==> config.mk <==
export PLATFORM = sky130hd
export DESIGN_NAME = pipe_intc_flat
export DESIGN_NICKNAME = d
export VERILOG_FILES = /design/src/rtl/pipe_intc_pkg.sv /design/src/rtl/pipe_intc_if.sv /design/src/rtl/pipe_intc_sync2.sv /design/src/rtl/pipe_intc.sv /design/src/flat_wrapper.sv
export SDC_FILE = /design/constraint.sdc
export NUM_CORES = 1
export LEC_CHECK = 0
export ABC_AREA = 1
export CORE_MARGIN = 2
export CORE_UTILIZATION = 34
export CTS_CLUSTER_DIAMETER = 50
export DETAILED_ROUTE_END_ITERATION = 12
export PLACE_DENSITY = 0.79
export SLEW_MARGIN = 10
export SYNTH_ARGS = -nofsm -noshare
export SYNTH_HDL_FRONTEND = slang
export SYNTH_SLANG_ARGS = --single-unit
export TNS_END_PERCENT = 1
==> constraint.sdc <==
create_clock -name clk -period 2 [get_ports clk]
set_input_delay 0.6 -clock clk [delete_from_list [all_inputs] [get_ports clk]]
set_output_delay 0.6 -clock clk [all_outputs]
set_load 0.02 [all_outputs]
==> src/rtl/pipe_intc_pkg.sv <==
// Shared definitions for the interrupt controller / CP0 block:
// FSM encoding, CP0 register numbers, PC-mux codes and register bit positions.
package pipe_intc_pkg;

    typedef enum logic {
        ST_RUN = 1'b0,
        ST_ISR = 1'b1
    } state_t;

    localparam logic [4:0] CP0_STATUS = 5'd12;
    localparam logic [4:0] CP0_CAUSE  = 5'd13;
    localparam logic [4:0] CP0_EPC    = 5'd14;

    localparam logic [1:0] SELPC_NORMAL = 2'b00;
    localparam logic [1:0] SELPC_EPC    = 2'b01;
    localparam logic [1:0] SELPC_VEC    = 2'b10;

    localparam int STATUS_IE  = 0;
    localparam int STATUS_EXL = 1;
    localparam int CAUSE_IP   = 8;
    localparam int CAUSE_BD   = 31;

    localparam logic [31:0] DEFAULT_VECTOR = 32'h0000_0008;

    // Status image: only IE and EXL are implemented, the rest reads zero.
    function automatic logic [31:0] pack_status(input logic ie, input logic exl);
        logic [31:0] v;
        v = '0;
        v[STATUS_IE]  = ie;
        v[STATUS_EXL] = exl;
        return v;
    endfunction

    // Cause image: BD and IP only; ExcCode is always 0 (interrupt).
    function automatic logic [31:0] pack_cause(input logic bd, input logic ip);
        logic [31:0] v;
        v = '0;
        v[CAUSE_BD] = bd;
        v[CAUSE_IP] = ip;
        return v;
    endfunction

endpackage

==> src/rtl/pipe_intc_if.sv <==
// Pipeline-side bus of the interrupt controller: ID-stage decode inputs,
// PC-mux steering outputs and the CP0 register views.
interface pipe_intc_if;
    logic        nostall;
    logic [31:0] id_pc;
    logic [31:0] ex_pc;
    logic        id_bd;
    logic        id_eret;
    logic        id_mtc0;
    logic [4:0]  id_rd;
    logic [31:0] wdata;
    logic [31:0] cp0_rdata;
    logic [1:0]  selpc;
    logic [31:0] vec_pc;
    logic        cancel;
    logic        inta;
    logic [31:0] status;
    logic [31:0] cause;
    logic [31:0] epc;

    // CPU pipeline side
    modport master (
        output nostall, id_pc, ex_pc, id_bd, id_eret, id_mtc0, id_rd, wdata,
        input  cp0_rdata, selpc, vec_pc, cancel, inta, status, cause, epc
    );

    // Interrupt controller side
    modport slave (
        input  nostall, id_pc, ex_pc, id_bd, id_eret, id_mtc0, id_rd, wdata,
        output cp0_rdata, selpc, vec_pc, cancel, inta, status, cause, epc
    );
endinterface

==> src/rtl/pipe_intc_sync2.sv <==
// Two-flop synchroniser for a level signal that is asynchronous to clk.
module sync2 (
    input  logic clk,
    input  logic rst,
    input  logic d,
    output logic q
);
    logic s1_reg;
    logic s2_reg;

    // Shift the asynchronous level through two flops to settle metastability.
    always_ff @(posedge clk or posedge rst) begin
        if (rst) begin
            s1_reg <= 1'b0;
            s2_reg <= 1'b0;
        end else begin
            s1_reg <= d;
            s2_reg <= s1_reg;
        end
    end

    assign q = s2_reg;
endmodule

==> src/rtl/pipe_intc.sv <==
// Interrupt controller and CP0 (Status/Cause/EPC) for the five-stage CPU.
// Decides interrupt takes in ID, handles eret/mtc0/mfc0 and steers the PC mux.
module pipe_intc
    import pipe_intc_pkg::*;
#(
    parameter logic [31:0] VECTOR = DEFAULT_VECTOR
) (
    input  logic        clk,
    input  logic        rst,
    input  logic        intr,
    pipe_intc_if.slave  bus
);
    state_t      state_reg;
    logic        ie_reg;
    logic        exl_reg;
    logic        bd_reg;
    logic [31:0] epc_reg;
    logic        ip_sync;

    logic        take;
    logic        do_eret;
    logic        do_mtc0;

    sync2 u_sync_intr (
        .clk (clk),
        .rst (rst),
        .d   (intr),
        .q   (ip_sync)
    );

    // Decision logic: take beats eret beats mtc0, and nothing acts while stalled.
    always_comb begin
        take    = (state_reg == ST_RUN) && ip_sync && ie_reg && !exl_reg && bus.nostall;
        do_eret = bus.id_eret && bus.nostall && !take;
        do_mtc0 = bus.id_mtc0 && bus.nostall && !take && !do_eret;
    end

    // FSM and CP0 register updates.
    always_ff @(posedge clk or posedge rst) begin
        if (rst) begin
            state_reg <= ST_RUN;
            ie_reg    <= 1'b0;
            exl_reg   <= 1'b0;
            bd_reg    <= 1'b0;
            epc_reg   <= '0;
        end else if (take) begin
            // A slot instruction must restart at its branch so the branch re-executes.
            epc_reg   <= bus.id_bd ? bus.ex_pc : bus.id_pc;
            bd_reg    <= bus.id_bd;
            ie_reg    <= 1'b0;
            exl_reg   <= 1'b1;
            state_reg <= ST_ISR;
        end else if (do_eret) begin
            ie_reg    <= 1'b1;
            exl_reg   <= 1'b0;
            bd_reg    <= 1'b0;
            state_reg <= ST_RUN;
        end else if (do_mtc0) begin
            case (bus.id_rd)
                CP0_STATUS: begin
                    ie_reg  <= bus.wdata[STATUS_IE];
                    exl_reg <= bus.wdata[STATUS_EXL];
                end
                CP0_EPC:    epc_reg <= bus.wdata;
                default:    ; // Cause is read-only; unmapped numbers ignored
            endcase
        end
    end

    // PC-mux steering and ID squash, valid only in the decision cycle.
    always_comb begin
        bus.selpc  = SELPC_NORMAL;
        bus.cancel = 1'b0;
        bus.inta   = 1'b0;
        if (take) begin
            bus.selpc  = SELPC_VEC;
            bus.cancel = 1'b1;
            bus.inta   = 1'b1;
        end else if (do_eret) begin
            bus.selpc  = SELPC_EPC;
            bus.cancel = 1'b1;
        end
    end

    // Register views and mfc0 read port (no same-cycle mtc0 bypass).
    always_comb begin
        bus.status = pack_status(ie_reg, exl_reg);
        bus.cause  = pack_cause(bd_reg, ip_sync);
        bus.epc    = epc_reg;
        bus.vec_pc = VECTOR;
        case (bus.id_rd)
            CP0_STATUS: bus.cp0_rdata = bus.status;
            CP0_CAUSE:  bus.cp0_rdata = bus.cause;
            CP0_EPC:    bus.cp0_rdata = bus.epc;
            default:    bus.cp0_rdata = '0;
        endcase
    end

endmodule

==> src/flat_wrapper.sv <==
// flat-port wrapper written by rule: the top's interface ports become plain ports
module pipe_intc_flat import pipe_intc_pkg::*;
#(
    parameter logic [31:0] VECTOR = DEFAULT_VECTOR
)
  (clk, rst, intr, bus_nostall, bus_id_pc, bus_ex_pc, bus_id_bd, bus_id_eret, bus_id_mtc0, bus_id_rd, bus_wdata, bus_cp0_rdata, bus_selpc, bus_vec_pc, bus_cancel, bus_inta, bus_status, bus_cause, bus_epc);
  pipe_intc_if bus_i ();
  input  logic clk;
  input  logic rst;
  input  logic intr;
  input wire logic [$bits(bus_i.nostall)-1:0] bus_nostall;
  input wire logic [$bits(bus_i.id_pc)-1:0] bus_id_pc;
  input wire logic [$bits(bus_i.ex_pc)-1:0] bus_ex_pc;
  input wire logic [$bits(bus_i.id_bd)-1:0] bus_id_bd;
  input wire logic [$bits(bus_i.id_eret)-1:0] bus_id_eret;
  input wire logic [$bits(bus_i.id_mtc0)-1:0] bus_id_mtc0;
  input wire logic [$bits(bus_i.id_rd)-1:0] bus_id_rd;
  input wire logic [$bits(bus_i.wdata)-1:0] bus_wdata;
  output wire logic [$bits(bus_i.cp0_rdata)-1:0] bus_cp0_rdata;
  output wire logic [$bits(bus_i.selpc)-1:0] bus_selpc;
  output wire logic [$bits(bus_i.vec_pc)-1:0] bus_vec_pc;
  output wire logic [$bits(bus_i.cancel)-1:0] bus_cancel;
  output wire logic [$bits(bus_i.inta)-1:0] bus_inta;
  output wire logic [$bits(bus_i.status)-1:0] bus_status;
  output wire logic [$bits(bus_i.cause)-1:0] bus_cause;
  output wire logic [$bits(bus_i.epc)-1:0] bus_epc;
  assign bus_i.nostall = bus_nostall;
  assign bus_i.id_pc = bus_id_pc;
  assign bus_i.ex_pc = bus_ex_pc;
  assign bus_i.id_bd = bus_id_bd;
  assign bus_i.id_eret = bus_id_eret;
  assign bus_i.id_mtc0 = bus_id_mtc0;
  assign bus_i.id_rd = bus_id_rd;
  assign bus_i.wdata = bus_wdata;
  assign bus_cp0_rdata = bus_i.cp0_rdata;
  assign bus_selpc = bus_i.selpc;
  assign bus_vec_pc = bus_i.vec_pc;
  assign bus_cancel = bus_i.cancel;
  assign bus_inta = bus_i.inta;
  assign bus_status = bus_i.status;
  assign bus_cause = bus_i.cause;
  assign bus_epc = bus_i.epc;
  pipe_intc #(.VECTOR(VECTOR)) u_core (.clk(clk), .rst(rst), .intr(intr), .bus(bus_i));
endmodule
==> flow_summary.toml <==
[status]
status = "finished, violations left"
violations = "setup timing"

[yosys]
yosysWarningCount = 0
ys_seq_area_frac = 0.270
synth-seq-cells = 38
syn_area_per_cell_um2 = 6.30
syn_inst = 560
synth_area_um2 = 3530
ys_types = 20

[grt]
grt_pass1_vias = 3342
grt_max_degree = 39
grt_util_all_layers = 0.191
grt-ovfl-total = 0
antenna_found_initial = 0
grt_pass1_wl_um = 17000

[timing]
setup_viol = 3
fmax_mhz = 495
period_needed_ns = 2.02
setup_slack_ns = -0.0221
min_period_over_period = 1.01
rsz0062_at_grt = "true"
skew_ns = 0.00680
drv_slew = 0
setup_tns_ns = -0.0429
hold_violations = 0

[die]
die_x_um = 106
dieArea_um2 = 11200
start_util = 0.346
num_rows = 37
core_um2 = 10200
die_h_um = 106
io_pins = 272

[critical_path]
critPathMaxFanout = 8
reg2reg_depth = 8
crit_required_ns = 1.40
criticalPathCategory = "primary input to output pin"
cp-start-kind = "primary input"
arrival_ns = 1.42
worstSetupEndpointType = "output pin"

[cts]
ctsLongestPathBuffers = 2
insertion_delay_ns = 0.30
clk_pin_slew_ns = 0.08
cts_tree = "yes"
clock-root-buffer = "clkbuf_8"
cts_buffers = 5
clock-sinks = 38
htreeDepth = 2

[place]
port_buffers = 179
gp_congestion = 0.819
dp_hpwl_um = 7820
post_dp_cell_area_um2 = 5170

[finish]
nets = 848
final_cell_area_um2 = 5480
diodes = 0
areaGrowthSynthToFinish_pct = 55.3
largest_register_ffs = 32
drive_gt1_frac = 0.151

[pwr]
irDropWorstVdd_mv = 0.415
clkPwrFrac = 0.176
power_frac_seq = 0.301
switching_power_w = 0.00192
pwr_density_cell_nw_per_um2 = 833
p_comb_frac = 0.524
p_int_w = 0.00264
p_sw_frac = 0.420
power_leakage_nw = 2.96

[route]
drtIter0Drc = 147
via_per_inst = 4.22
drt_first_pass_iters = 4
wire_per_inst_um = 12.6
num_vias = 3704
routed_wl_um = 11100
remaining_drc_errors = 0
detail-route-antenna-nets = 0

[hold_path]
hold_class = "flip-flop to flip-flop"
hold_depth = 0

[run]
cap_violations = 0
## metal layers
metal / GRT usage / wire length (µm)
met2: 0.341 / 5660
met5: 0 / 0
met4: 0.0555 / 188
met3: 0.0365 / 867
met1: 0.233 / 4360
## through the flow
step | setup slack, ns | hold slack [ns] | cells | util | power, W
2_1_floorplan | 0.00683 | 0.331 | 650 | - | 0.00272
3_3_place_gp | -0.836 | 0.349 | 864 | 0.507 | 0.00366
3_5_place_dp | -0.915 | 0.351 | 864 | 0.507 | 0.00369
4_1_cts | -0.109 | 0.370 | 878 | 0.534 | 0.00456
5_1_grt | -0.0784 | 0.382 | 877 | 0.538 | 0.00486
6_report | -0.0221 | 0.369 | 877 | 0.538 | 0.00456
## cell usage after synthesis
cell type	n	area, µm²
dfrtp_1	38	951
buf_6	7	78.8
buf_2	21	105
nor2_8	1	20.0
inv_1	37	139
nor2_4	3	33.8
nand2_4	2	22.5
o22ai_1	1	6.26
nor2_1	31	116
nand4_1	3	18.8
o21ai_0	2	10.0
nand3_1	72	360
buf_4	97	728
nand3_2	1	10.0
nand2_1	236	886
conb_1	2	7.51
a22oi_1	1	7.51
o21ai_1	1	5.00
inv_2	2	7.51
nand2_2	2	12.5
## worst paths after layout
path / from / endpoint / slack, ns
worst max-delay path: bus_id_rd[0] / bus_cp0_rdata[8] / -0.02
worst min-delay path: u_core.u_sync_intr.s1_reg / u_core.u_sync_intr.q / 0.37
worst max register to register: u_core.u_sync_intr.q / u_core.bus.epc[27] / 0.48
worst min register to register: u_core.u_sync_intr.s1_reg / u_core.u_sync_intr.q / 0.37
max in group asynchronous: rst / u_core.bus.epc[14] / 1.16
min in group asynchronous: rst / u_core.bus.epc[31] / 0.64
## cells in the final DEF (no fill, tap or decap), types with 3 or more instances in the layout
cell type	n
clkbuf_8	5
dfrtp_1	38
nor2_4	16
nand3_1	72
conb_1	92
nand2_4	3
inv_2	3
nor2_2	6
buf_6	20
buf_2	6
clkdlybuf4s50_1	133
nor2_1	12
inv_1	35
o21ai_1	3
nand2_1	235
buf_4	34
buf_12	8
nand4_1	3
## power by group through the flow
stage	logic, W	registers (W)	clock network [W]
finish	0.00239	0.00137	0.000801
global route	0.00258	0.00142	0.000857
CTS	0.00236	0.00138	0.000823
detailed placement	0.00230	0.00139	0
global placement	0.00228	0.00138	0
floorplan	0.00104	0.00168	0
## layout make-up
class	count	area [µm²]
fillers	975	4710
flip-flops and latches	38	951
clock inverters	3	68.8
repair buffers	208	2080
well taps	136	170
multi-input cells	448	1990
clock buffers	5	68.8
inverters	39	149
## critical path, cell delays in order
cell	delay, ns
buf_2	0.13
nor2_8	0.15
buf_4	0.13
buf_6	0.11
nand3_1	0.06
o21ai_1	0.08
buf_4	0.16
## cell families after synthesis
logic type             Yosys count  share of synthesized area
and+or+nand+nor                351                      0.420
buffers and inverters          164                      0.300
DFF                             38                      0.270
AOI/OAI and AO/OA                5                    0.00816
other                            2                    0.00213
## repair_timing
action | 4_1_cts | 5_1_grt
endpoints found under the setup margin | 37 | 38
gates cloned | 2 | 0
hold buffers | 0 | 0
pin swaps | 6 | 8
resized for setup | 242 | 30
endpoints found under the hold margin | 0 | 0
setup buffers | 4 | 1
(Power assumes the default switching activity.)
